$ cat config.mk
export PLATFORM = sky130hd
export DESIGN_NAME = latch_load_arbiter
export DESIGN_NICKNAME = d
export VERILOG_FILES = /design/src/rtl/latch_load_arbiter.sv
export SDC_FILE = /design/constraint.sdc
export NUM_CORES = 1
export LEC_CHECK = 0
export ABC_CLOCK_PERIOD_IN_PS = 7600
export CORE_ASPECT_RATIO = 1.2
export CORE_UTILIZATION = 40
export DETAILED_ROUTE_END_ITERATION = 8
export PLACE_DENSITY = 0.77
export SLEW_MARGIN = 40
export SYNTH_ARGS = -nofsm -noshare
export SYNTH_HDL_FRONTEND = slang
export SYNTH_SLANG_ARGS = --single-unit
$ cat constraint.sdc
create_clock -name clk -period 7.6 [get_ports clk]
set_clock_uncertainty 0.05 [all_clocks]
set_input_delay 1.52 -clock clk [delete_from_list [all_inputs] [get_ports clk]]
set_output_delay 1.52 -clock clk [all_outputs]
set_load 0.01 [all_outputs]
$ cat src/rtl/latch_load_arbiter.sv
// Round-robin arbiter that time-shares one edge-loaded holding latch between N_REQ requesters.
// Each write runs setup, strobe and hold phases on the latch pins, then acks the winner.
module latch_load_arbiter #(
    parameter int W          = 16,
    parameter int N_REQ      = 4,
    parameter int IDX_W      = 2,
    parameter int STROBE_CYC = 1,
    parameter int HOLD_CYC   = 1
) (
    input  logic               clk,
    input  logic               rst,
    input  logic [N_REQ-1:0]   req,
    input  logic [N_REQ*W-1:0] req_data,
    output logic [N_REQ-1:0]   ack,
    output logic [W-1:0]       lat_din,
    output logic               lat_load,
    output logic               busy,
    output logic [IDX_W-1:0]   grant_idx,
    output logic [W-1:0]       shadow
);

    localparam int MAX_CYC = (STROBE_CYC > HOLD_CYC) ? STROBE_CYC : HOLD_CYC;
    localparam int CNT_W   = (MAX_CYC > 1) ? $clog2(MAX_CYC) : 1;

    typedef enum logic [2:0] {
        S_IDLE   = 3'd0,
        S_SETUP  = 3'd1,
        S_STROBE = 3'd2,
        S_HOLD   = 3'd3,
        S_DONE   = 3'd4
    } state_t;

    state_t             state_q, state_d;
    logic [CNT_W-1:0]   cnt_q, cnt_d;
    logic [IDX_W-1:0]   ptr_q, ptr_d;
    logic [IDX_W-1:0]   grant_q, grant_d;
    logic [W-1:0]       din_q, din_d;
    logic [W-1:0]       shadow_q, shadow_d;
    logic [N_REQ-1:0]   ack_q, ack_d;
    logic               load_q, load_d;
    logic               busy_q, busy_d;
    logic [N_REQ-1:0]   mask_s;
    logic [N_REQ-1:0]   req_eff_s;
    logic [IDX_W:0]     pick_s;
    logic [IDX_W-1:0]   pick_idx_s;

    // First set request at or after p, wrapping; MSB flags that a winner was found.
    function automatic logic [IDX_W:0] rr_pick(input logic [N_REQ-1:0] r,
                                               input logic [IDX_W-1:0] p);
        logic [IDX_W:0]   res;
        logic [IDX_W-1:0] ix;
        res = '0;
        for (int k = 0; k < N_REQ; k++) begin
            ix = IDX_W'((int'(p) + k) % N_REQ);
            if (!res[IDX_W] && r[ix]) begin
                res = {1'b1, ix};
            end else begin
                res = res;
            end
        end
        return res;
    endfunction

    // Next-state, arbitration and latch-pin sequencing.
    always_comb begin
        state_d  = state_q;
        cnt_d    = cnt_q;
        ptr_d    = ptr_q;
        grant_d  = grant_q;
        din_d    = din_q;
        shadow_d = shadow_q;
        ack_d    = '0;
        load_d   = 1'b0;
        mask_s   = '0;
        // The requester just acked is excluded so a held req cannot win twice in a row.
        if (state_q == S_DONE) begin
            mask_s[grant_q] = 1'b1;
        end else begin
            mask_s = '0;
        end
        req_eff_s  = req & ~mask_s;
        pick_s     = rr_pick(req_eff_s, ptr_q);
        pick_idx_s = pick_s[IDX_W-1:0];

        case (state_q)
            S_IDLE, S_DONE: begin
                if (pick_s[IDX_W]) begin
                    grant_d = pick_idx_s;
                    din_d   = req_data[int'(pick_idx_s)*W +: W];
                    ptr_d   = IDX_W'((int'(pick_idx_s) + 1) % N_REQ);
                    state_d = S_SETUP;
                end else begin
                    state_d = S_IDLE;
                end
            end
            S_SETUP: begin
                state_d  = S_STROBE;
                load_d   = 1'b1;
                cnt_d    = CNT_W'(STROBE_CYC - 1);
                shadow_d = din_q;
            end
            S_STROBE: begin
                if (cnt_q == '0) begin
                    state_d = S_HOLD;
                    cnt_d   = CNT_W'(HOLD_CYC - 1);
                    load_d  = 1'b0;
                end else begin
                    cnt_d   = cnt_q - CNT_W'(1);
                    load_d  = 1'b1;
                end
            end
            S_HOLD: begin
                if (cnt_q == '0) begin
                    state_d         = S_DONE;
                    ack_d[grant_q]  = 1'b1;
                end else begin
                    cnt_d = cnt_q - CNT_W'(1);
                end
            end
            default: begin
                state_d = S_IDLE;
            end
        endcase

        busy_d = (state_d != S_IDLE);
    end

    // State and registered outputs; async reset aborts any transaction in flight.
    always_ff @(posedge clk or posedge rst) begin
        if (rst) begin
            state_q  <= S_IDLE;
            cnt_q    <= '0;
            ptr_q    <= '0;
            grant_q  <= '0;
            din_q    <= '0;
            shadow_q <= '0;
            ack_q    <= '0;
            load_q   <= 1'b0;
            busy_q   <= 1'b0;
        end else begin
            state_q  <= state_d;
            cnt_q    <= cnt_d;
            ptr_q    <= ptr_d;
            grant_q  <= grant_d;
            din_q    <= din_d;
            shadow_q <= shadow_d;
            ack_q    <= ack_d;
            load_q   <= load_d;
            busy_q   <= busy_d;
        end
    end

    assign ack       = ack_q;
    assign lat_din   = din_q;
    assign lat_load  = load_q;
    assign busy      = busy_q;
    assign grant_idx = grant_q;
    assign shadow    = shadow_q;

endmodule
==> flow_summary_export.csv, run 1 <==
group,metric,value,unit
die,die_w,73.6,um
timing,setup_viol,0,
yosys,synth_nets,298,
timing,rsz0062_at_grt,"no",
layout,multi_input_area,1160,sq um
power_and_ir_drop,intPower,820,uW
route,drc,0,
timing,worst_pin_slew,0.679,ns
critical_path,slowest_stage,"nand3_2",
critical_path,crit_start,"req[0]",
clock_network,post_cts_buffers,0,
critical_path,timing.rr.start,"state_q[1]",
timing,whs,0.457,ns
grt,antenna_found_initial,0,
die,ios,110,
clock_network,holdBufCountCts,0,
placed_design,dp_hpwl,4.83,mm
clock_network,post_cts_resized,0,
clock_network,clkTransAtPathRegs,0.08,ns
power_and_ir_drop,p_per_area,362,nW/um^2
yosys,syn-instance-count,228,
route,viasPerCell,5.29,
critical_path,critPathArrivalTime,4.02,ns
clock_network,cts.sinks,45,
critical_path,cpPeakStageDelay,0.68,ns
layout,seq_area,1130,sq um
grt,grt_use_total,0.215,
power_and_ir_drop,ir_drop,0.197,mV
layout,post-route-cell-area,3660,sq um
timing,period_needed,3.88,ns
power_and_ir_drop,switchingPower,503,uW
power_and_ir_drop,power,1320,uW
layout,layout_commonest_cell,"clkdlybuf4s50_1",
route,drt-total-wl,6.62,mm
timing,tns,0,ns
layout,num_antenna_cells,0,
grt,overflow,0,
die,initial_core_util,0.426,
yosys,synth_seq_cells,45,
layout,drive_above_1_share,0.112,
critical_path,cp_max_fo,18,
layout,area_growth,48.6,%
run,maxCapViolCount,0,
critical_path,worst_ep_required_time,7.74,ns
die,core,5780,sq um
route,wl_per_cell,16.2,um
die,fp.dieArea,6480,sq um
route,vias,2167,
power_and_ir_drop,swShare,0.380,
grt,grt_max_degree,46,
clock_network,htreeDepth,2,
power_and_ir_drop,p_seq_frac,0.338,
placed_design,io_buffers,109,
hold_path,min-delay-path-class,"flop to flop",
yosys,synth_cell_types,41,
critical_path,crit_type,"input port to flop",
route,first_pass_iters,4,
critical_path,crit_family,"compound AO/OA/AOI/OAI gates",
timing,finalHoldViolCount,0,
layout,most-common-layout-cells,"clkdlybuf4s50_1 (109), dfrtp_1 (45), nor2_1 (22), inv_1 (20), nand4_1 (17)",
timing,max-slew-margin-rel,0.547,
power_and_ir_drop,power_frac_clock,0.112,
grt,grt_pass1_vias,2159,
clock_network,root_buffer,"clkbuf_8",
yosys,seq_area_frac_synth,0.457,
die,chipHeight,88.0,um
timing,slew_viol_final,0,
timing,setup_ws,3.72,ns
placed_design,pre_cts_slack,3.40,ns
critical_path,path_buf_inv,1,
placed_design,place_congestion,0.892,
grt,grt_pass1_wl,10.6,mm
critical_path,crit_path_cell_trace,"clkdlybuf4s50_1 > o211ai_1 > o32a_1 > nand3_2 > mux2i_1 > a211oi_1",
yosys,netlist_area,2460,sq um
route,ant_nets,0,
power_and_ir_drop,leakage,0.00167,uW
critical_path,rrSetupSlack,4.13,ns
layout,fillCellCount,527,
route,first_iter_violations,103,
power_and_ir_drop,combPwrFrac,0.550,
layout,final_nets,400,
clock_network,cts_buffers,5,
clock_network,cts_tree,"yes",
timing,fmax,0.258,GHz
clock_network,clock_latency,0.30,ns
critical_path,setup.worst_path.start_class,"input port",
yosys,yosys_warnings,0,
yosys,avgSynthCellArea,10.8,sq um
clock_network,cts.path.max_buffers,2,
hold_path,hp-start,"shadow[1]",
status,status,"complete, no violations",
critical_path,endpoint_kind,"flop",
die,rows,30,
timing,fin_crit_sh,0.510,
placed_design,dpl_cell_area,3570,sq um
## cell families (layout without fill, tap and decap cells)
family	count (synthesis)	count (layout)	share of synthesized area
xor gates and xnor gates	1	1	0.00356
AOI/OAI and AO/OA	56	56	0.199
and+or+nand+nor	57	57	0.127
muxes	32	32	0.138
buffers and inverters	37	139	0.0757
DFF	45	45	0.457
## registers in the layout, summed over array words and instances, names as in the netlist
name,cells
ack,4
ptr_q,2
lat_load,1
shadow,16
grant_idx,2
busy,1
state_q,3
lat_din,16
## per-stage QoR
stage | cells | util
global placement | 403 | 0.617
detailed placement | 403 | 0.618
global route | 410 | 0.633
finish | 410 | 0.633
CTS | 410 | 0.633
floorplan | 228 | -
## routing by layer
layer	part of all wire	GRT usage	vias up
met2	0.52	0.376	63
met4	0.012	0.0682	0
met1	0.42	0.262	1058
met5	0	0	-
li1	-	-	1040
met3	0.047	0.0460	6
## layout make-up
cell class,count,share of cell area
Multi-Input combinational cell,146,0.317
Sequential cell,45,0.308
Timing Repair Buffer,111,0.302
Tap cell,80,0.0273
Clock buffer,7,0.0236
Inverter,21,0.0222
## synthesized netlist by cell type (all sizes together)
master | number | share of area
mux2i | 16 | 0.065
o21ai | 7 | 0.016
nand2b | 1 | 0.0025
o211ai | 1 | 0.0030
nand3b | 1 | 0.0030
a41o | 1 | 0.0046
inv | 21 | 0.032
nand3 | 2 | 0.0041
and2 | 1 | 0.0025
a221o | 1 | 0.0041
mux2 | 16 | 0.073
nor2b | 1 | 0.0025
o211a | 16 | 0.065
o41ai | 1 | 0.0036
and3 | 3 | 0.0076
nand4 | 17 | 0.043
buf | 11 | 0.036
or2 | 1 | 0.0025
nor3b | 1 | 0.0030
nand2 | 2 | 0.0030
xnor2 | 1 | 0.0036
o21a | 3 | 0.0091
a21o | 1 | 0.0030
nor2 | 22 | 0.034
nand4bb | 1 | 0.0046
a22oi | 1 | 0.0030
nor3 | 3 | 0.011
o32a | 1 | 0.0041
a21oi | 3 | 0.011
o2111a | 1 | 0.0046
clkbuf | 5 | 0.0076
a211oi | 19 | 0.068
or4b | 1 | 0.0041
dfrtp | 45 | 0.46
## power by group through the flow
stage               clock (uW)  combinational, uW  sequential, uW
floorplan                    0                406             472
global placement             0                717             448
detailed placement           0                732             451
CTS                        152                734             448
global route               160                795             464
finish                     148                728             447
## path summary, 6_finish.rpt
check                              to  cells after the start
min reg2reg                 shadow[1]                      1
min in group asynchronous  shadow[15]                      2
max in group asynchronous      ack[1]                      2
max                        lat_din[3]                      6
max reg2reg                lat_din[3]                      6
min                         shadow[1]                      1
No activity file was read; power rests on OpenSTA's default activity.
==> run 2: changes to the inputs <==
--- a/config.mk
+++ b/config.mk
@@ -5,9 +5,9 @@
 export SDC_FILE = /design/constraint.sdc
 export NUM_CORES = 1
 export LEC_CHECK = 0
-export ABC_CLOCK_PERIOD_IN_PS = 7600
+export ABC_CLOCK_PERIOD_IN_PS = 3200
 export CORE_ASPECT_RATIO = 1.2
-export CORE_UTILIZATION = 40
+export CORE_UTILIZATION = 38
 export DETAILED_ROUTE_END_ITERATION = 8
 export PLACE_DENSITY = 0.77
 export SLEW_MARGIN = 40
==> constraint.sdc (replaced) <==
create_clock -name clk -period 3.2 [get_ports clk]
set_clock_uncertainty 0.05 [all_clocks]
set_input_delay 0.64 -clock clk [delete_from_list [all_inputs] [get_ports clk]]
set_output_delay 0.64 -clock clk [all_outputs]
set_load 0.01 [all_outputs]
==> run 2 against run 1 <==
Via count is 2.6% higher; core utilization fell by 1.9 points; register-to-register slack got worse by 3.7 ns; critical path type is now flop to flop; largest cell class is now non-clock buffers; largest power group unchanged.
==> flow_summary_export.csv, run 2 (synthesized netlist as in run 1, its figures left out) <==
group,metric,value,unit
status,status,"complete, no violations",
clock_network,clkTransAtPathRegs,0.08,ns
critical_path,crit_path_cell_trace,"or4b_1 > o2111a_1 > a21oi_4 > nand3_1 > buf_4 > mux2i_1 > a211oi_1",
route,wl_per_cell,15.8,um
clock_network,post_cts_buffers,0,
timing,period_needed,2.79,ns
clock_network,htreeDepth,2,
layout,layout_commonest_cell,"clkdlybuf4s50_1",
placed_design,io_buffers,109,
hold_path,hold_depth,1,
critical_path,endpoint_kind,"flop",
die,fp.dieArea,6810,sq um
critical_path,setup.worst_path.start_class,"flop",
power_and_ir_drop,switchingPower,1210,uW
route,ant_nets,0,
clock_network,post_cts_resized,0,
clock_network,holdBufCountCts,0,
clock_network,cts_buffers,5,
route,drt-total-wl,6.67,mm
power_and_ir_drop,combPwrFrac,0.534,
critical_path,crit_type,"flop to flop",
grt,overflow,0,
critical_path,rrSetupSlack,0.41,ns
timing,setup_viol,0,
grt,grt_use_total,0.207,
die,ios,110,
layout,num_antenna_cells,0,
power_and_ir_drop,leakage,0.00173,uW
die,initial_core_util,0.402,
placed_design,dp_hpwl,5.00,mm
layout,most-common-layout-cells,"clkdlybuf4s50_1 (109), dfrtp_1 (45), nor2_1 (22), inv_1 (20), nand4_1 (17)",
timing,rsz0062_at_grt,"no",
hold_path,hp-start,"shadow[5]",
die,rows,31,
timing,max-slew-margin-rel,0.517,
layout,drive_above_1_share,0.136,
die,core,6130,sq um
timing,finalHoldViolCount,0,
power_and_ir_drop,power,3350,uW
critical_path,slowest_stage,"or4b_1",
timing,slew_viol_final,0,
critical_path,critPathArrivalTime,2.94,ns
clock_network,clock_latency,0.30,ns
route,first_pass_iters,4,
clock_network,cts.sinks,45,
critical_path,worst_ep_required_time,3.35,ns
die,chipHeight,90.2,um
run,maxCapViolCount,0,
power_and_ir_drop,p_seq_frac,0.317,
grt,grt_max_degree,46,
route,first_iter_violations,100,
hold_path,min-delay-path-class,"flop to flop",
grt,grt_pass1_wl,10.7,mm
die,die_w,75.5,um
power_and_ir_drop,intPower,2130,uW
power_and_ir_drop,power_frac_clock,0.150,
timing,tns,0,ns
critical_path,cp_max_fo,18,
layout,area_growth,52.9,%
critical_path,timing.rr.end,"lat_din[1]",
hold_path,min_delay_worst_endpoint,"shadow[5]",
placed_design,place_congestion,0.936,
timing,fin_crit_sh,0.871,
clock_network,root_buffer,"clkbuf_8",
power_and_ir_drop,swShare,0.363,
clock_network,cts_tree,"yes",
route,vias,2223,
power_and_ir_drop,p_per_area,888,nW/um^2
layout,final_nets,408,
grt,grt_pass1_vias,2225,
timing,worst_pin_slew,0.721,ns
critical_path,reg2reg_depth,7,
clock_network,cts.path.max_buffers,2,
timing,fmax,0.359,GHz
critical_path,timing.rr.start,"state_q[1]",
route,drc,0,
route,viasPerCell,5.28,
critical_path,cpPeakStageDelay,0.64,ns
grt,antenna_found_initial,0,
power_and_ir_drop,ir_drop,0.469,mV
==> run 2: cell types whose count changed in the layout (fill, tap and decap cells not counted) <==
cell | previous run | this run
buf_4 | 2 | 10
clkbuf_1 | 1 | 0
nand3_1 | 1 | 2
clkinv_2 | 0 | 1
nand3_2 | 1 | 0
bufinv_16 | 0 | 2
clkbuf_8 | 6 | 5
==> run 2: worst max path at each step <==
stage,start,endpoint,slack [ns],depth (start not counted)
after detailed placement,state_q[1],lat_din[10],0.44,7
after global routing,state_q[1],lat_din[1],0.20,7
after floorplan,grant_idx[0],lat_din[5],0.74,8
after CTS,state_q[1],lat_din[5],0.42,7
after global placement,req[3],lat_din[7],0.52,7
final,state_q[1],lat_din[1],0.41,7
==> run 2: power groups by stage <==
stage          Sequential (uW)  Combinational (uW)  Clock (uW)
2_1_floorplan             1120                 965           0
3_3_place_gp              1060                1760           0
3_5_place_dp              1070                1790           0
4_1_cts                   1060                1800         512
5_1_grt                   1100                1930         532
6_report                  1060                1790         500
==> run 2: worst max-delay path: cells and delay by family (launching register included) <==
family | cells | cell delay (ns)
flops | 1 | 0.47
simple gates | 2 | 0.81
mux | 1 | 0.13
buf+inv | 1 | 0.23
compound gates | 3 | 0.99
==> run 2: cell type report <==
class,count,area (sq um)
fillers,539,2360
repair buffers,119,1170
multi-input cells,146,1160
flip-flops and latches,45,1130
well taps,82,103
inverters,21,81.3
clock buffers,5,68.8
clock inverters,3,65.1
==> run 2: through the flow <==
| step | std cells | util | setup WS [ns] | hold WS (ns) | cell area [sq um] |
|---|---|---|---|---|---|
| 2_1_floorplan | 228 | - | 0.735 | 0.434 | 2460 |
| 3_3_place_gp | 413 | 0.592 | 0.521 | 0.439 | 3630 |
| 3_5_place_dp | 413 | 0.593 | 0.439 | 0.445 | 3630 |
| 4_1_cts | 421 | 0.615 | 0.424 | 0.464 | 3770 |
| 5_1_grt | 421 | 0.615 | 0.202 | 0.487 | 3770 |
| 6_report | 421 | 0.615 | 0.414 | 0.458 | 3770 |
==> run 2: layer usage <==
metal | track usage | share of wire
met1 | 0.256 | 0.40
met2 | 0.347 | 0.51
met3 | 0.0314 | 0.054
met4 | 0.0864 | 0.034
met5 | 0 | 0
==> run 3: changes to the inputs <==
--- a/config.mk
+++ b/config.mk
@@ -7,8 +7,10 @@
 export LEC_CHECK = 0
 export ABC_CLOCK_PERIOD_IN_PS = 3200
 export CORE_ASPECT_RATIO = 1.2
+export CORE_MARGIN = 1
 export CORE_UTILIZATION = 38
 export DETAILED_ROUTE_END_ITERATION = 8
+export GPL_ROUTABILITY_DRIVEN = 0
 export PLACE_DENSITY = 0.77
 export SLEW_MARGIN = 40
 export SYNTH_ARGS = -nofsm -noshare
==> results of run 3 <==
Same layout as run 2: the final DEF is identical, and so are final timing and power.
==> edit 1: new RTL, settings of run 2 <==
The 5 states of `state_t` get a one-hot encoding in 5 bits.
--- a/src/rtl/latch_load_arbiter.sv
+++ b/src/rtl/latch_load_arbiter.sv
@@ -24,8 +24,8 @@
 
-    typedef enum logic [2:0] {
-        S_IDLE   = 3'd0,
-        S_SETUP  = 3'd1,
-        S_STROBE = 3'd2,
-        S_HOLD   = 3'd3,
-        S_DONE   = 3'd4
+    typedef enum logic [4:0] {
+        S_IDLE   = 5'b00001,
+        S_SETUP  = 5'b00010,
+        S_STROBE = 5'b00100,
+        S_HOLD   = 5'b01000,
+        S_DONE   = 5'b10000
     } state_t;
Check against the original RTL: no difference found for any inputs over 4 cycles, from zero or initial values and one cycle with rst high; so few cycles prove little.
==> edit 1 against run 2 <==
  * Critical path type unchanged
  * Sequential cell count up 2
  * Synthesized area grew 0.51%
  * Final area up 1.9%
  * Worst setup slack got worse by 0.21 ns
  * Count of clock-buffer cells in the layout did not move
  * Power rose by 5.1%
  * Via count is 13% higher
  * Routed wire length is 6.8% higher
  * Largest power group unchanged
==> edit 1: results (changes against run 2) <==
Parameter                              Value

Status
  Run status    finished clean

Synthesis
  Synthesized-area fraction occupied by xor and xnor cells    0.00354 (-0.0000180)
  List of most frequent post-synthesis cells    84 x sky130_fd_sc_hd__nand2_1, 46 x sky130_fd_sc_hd__dfrtp_1, 24 x sky130_fd_sc_hd__nor2_1
  Synthesized net count    351 (+18%)
  Mux share of post-synthesis cell area    0 (-0.138)
  Distinct cell type count of the synthesized netlist    42 (+2.4%)
  Sequential element share of the synthesized area    0.475 (+0.0184)

Finish
  Clock Network Area Fraction    0.0294 (-0.00619)
  Multi-input logic cell count    208 (+42%)
  Non-clock buffer count    124 (+4.2%)
  Footprint of the flip-flops and latches    1180 µm² (+4.6%)
  Share of final-layout standard cells stronger than drive strength 1    0.0884 (-0.0473)
  Number of nets at the end of the flow    465 (+14%)
  Non-Clock Buffer Area Fraction    0.317 (+0.00739)

Hold path
  Startpoint of the lowest-slack hold path    shadow[14]

Global route
  Routing usage on met3    0.0156 (-0.0158)
  Largest net degree at the start of global routing    48 (+4.3%)
  Vias in the first global route    2,418 (+8.7%)

Power and ir drop
  Peak ir drop on the vdd network    0.417 mV (-11%)
  Sequential group power    1.10 mW (+4%)

Routing
  Metal-1 WL    3.13 mm (+16%)
  Post-detailed-route wirelength per cell    14.9 µm (-5.9%)

Setup path
  CP startpoint    state_q[3]
  Cell count of the worst reg-to-reg path    9 (+2)
  Slowest CP cell    sky130_fd_sc_hd__or4b_4

STA
  Worst slack on hold paths    0.436 ns (-0.0225 ns)

Placement
  Detailed-placement wirelength estimate    5.58 mm (+12%)
  Cell Area, Placed    3720 µm² (+2.4%)
edit 1: cell count changes after synthesis, moves of 5 or more:
| cell | before | now |
|---|---|---|
| sky130_fd_sc_hd__a21boi_0 | 0 | 17 |
| sky130_fd_sc_hd__mux2_2 | 16 | 0 |
| sky130_fd_sc_hd__a21oi_1 | 2 | 7 |
| sky130_fd_sc_hd__mux2i_1 | 16 | 0 |
| sky130_fd_sc_hd__o211a_1 | 16 | 1 |
| sky130_fd_sc_hd__a311oi_1 | 0 | 16 |
| sky130_fd_sc_hd__nand4_1 | 17 | 0 |
| sky130_fd_sc_hd__nand2_1 | 2 | 84 |
| sky130_fd_sc_hd__buf_6 | 5 | 0 |
| sky130_fd_sc_hd__inv_1 | 21 | 8 |
edit 1: metrics by stage:
step,utilization,power [mW],setup slack (ns),std cells
after global placement,0.603,3.03,0.182,470
after CTS,0.621,3.52,0.143,478
final,0.622,3.52,0.209,478
after global routing,0.622,3.77,0.0139,478
after floorplan,-,2.17,0.346,281
after detailed placement,0.603,3.09,0.147,470
==> edit 2: new RTL, settings of run 2 <==
Made on the original files. `IDX_W`: 2 -> 1.
--- a/src/rtl/latch_load_arbiter.sv
+++ b/src/rtl/latch_load_arbiter.sv
@@ -5,3 +5,3 @@
     parameter int N_REQ      = 4,
-    parameter int IDX_W      = 2,
+    parameter int IDX_W      = 1,
     parameter int STROBE_CYC = 1,
Interface: changed (resized grant_idx); port bits go from 110 to 109. The function was not compared with the original's and may differ.
==> edit 2 against run 2 <==
  * Worst setup slack better by 0.68 ns
  * Worst hold slack better by 0.0024 ns
  * Sequential cell count shrank 4
  * Final area decreased by 32%
  * Synthesized area fell by 30%
  * Routed wire length is 40% lower
  * Power shrank 26%
  * Critical path type is now in -> reg
==> edit 2: results (changes against run 2) <==
Parameter                              Value

Finish
  Number of nets at the end of the flow    268 (-34%)
  Clock Network Area Fraction    0.0339 (-0.00164)
  Multi-input logic cell count    74 (-49%)
  Footprint of the flip-flops and latches    1030 µm² (-8.9%)
  Share of final-layout standard cells stronger than drive strength 1    0.161 (+0.0251)
  Count of inverters other than clock inverters in the layout    1 (-95%)
  Non-clock buffer count    75 (-37%)
  Final instance area    2550 µm² (-32%)
  Combined area of the multi-input logic cells    616 µm² (-47%)

Global route
  Largest net degree at the start of global routing    28 (-39%)
  Gr usage total    0.182 (-0.0246)
  Global-route wire length before repair    6.60 mm (-38%)

Synthesis
  Synthesized area per cell    13.9 µm² (+28%)
  Synth Register Bits    41 (-8.9%)
  List of most frequent post-synthesis cells    41 x sky130_fd_sc_hd__dfrtp_1, 17 x sky130_fd_sc_hd__and3_1, 16 x sky130_fd_sc_hd__a221o_1, 16 x sky130_fd_sc_hd__mux2_2, 4 x sky130_fd_sc_hd__buf_6
  Sequential element share of the synthesized area    0.592 (+0.135)
  Top cells by area, synth    sky130_fd_sc_hd__dfrtp_1 59%, sky130_fd_sc_hd__mux2_2 10%, sky130_fd_sc_hd__a221o_1 9.2%, sky130_fd_sc_hd__and3_1 6.1%, sky130_fd_sc_hd__buf_6 2.6%
  Distinct cell type count of the synthesized netlist    29 (-29%)

Setup path
  CP startpoint    req[0]
  Register-to-register setup slack    1.18 ns (+0.77 ns)
  Crit path DAT    2.28 ns (-0.66 ns)

Hold path
  Min-Delay Endpoint    shadow[14]

Placement
  Detailed-placement wirelength estimate    2.97 mm (-41%)
  Routability Congestion    0.805 (-14%)
  Count of buffers inserted at the top-level ports    72 (-34%)
  Cell Area, Placed    2460 µm² (-32%)

Status
  Run status    finished clean

Power and ir drop
  Peak ir drop on the vdd network    0.346 mV (-26%)
  Clock network fraction of total power    0.131 (-0.019)

Routing
  Total via count in the routed design    1,316 (-41%)
  Initial DRC Count    41 (-59%)

Floorplanning
  Area of the die    4840 µm² (-29%)
[edit 2: critical path, stage by stage]
cell                              delay [ns]
sky130_fd_sc_hd__clkdlybuf4s50_1        0.46
sky130_fd_sc_hd__nor3b_2                0.18
sky130_fd_sc_hd__a21oi_1                0.12
sky130_fd_sc_hd__and3_1                 0.62
sky130_fd_sc_hd__a221o_1                0.26
[edit 2: cells by family (layout without fill, tap and decap cells)]
logic type | count (synthesis) | in the layout | synth area share
buffers and inverters | 11 | 84 | 0.0549
other | 1 | 2 | 0.00216
AO/OA/AOI/OAI | 24 | 24 | 0.125
multiplexers | 16 | 16 | 0.104
AND/OR/NAND/NOR | 31 | 31 | 0.117
XOR/XNOR | 1 | 1 | 0.00506
flip-flops | 41 | 41 | 0.592
[edit 2: routing by layer]
metal,global-route usage,vias up,routed length (µm)
met3,0.0479,7,203
met2,0.309,49,2150
met4,0.0886,0,78
met1,0.209,655,1590
li1,-,605,-
met5,0,-,0
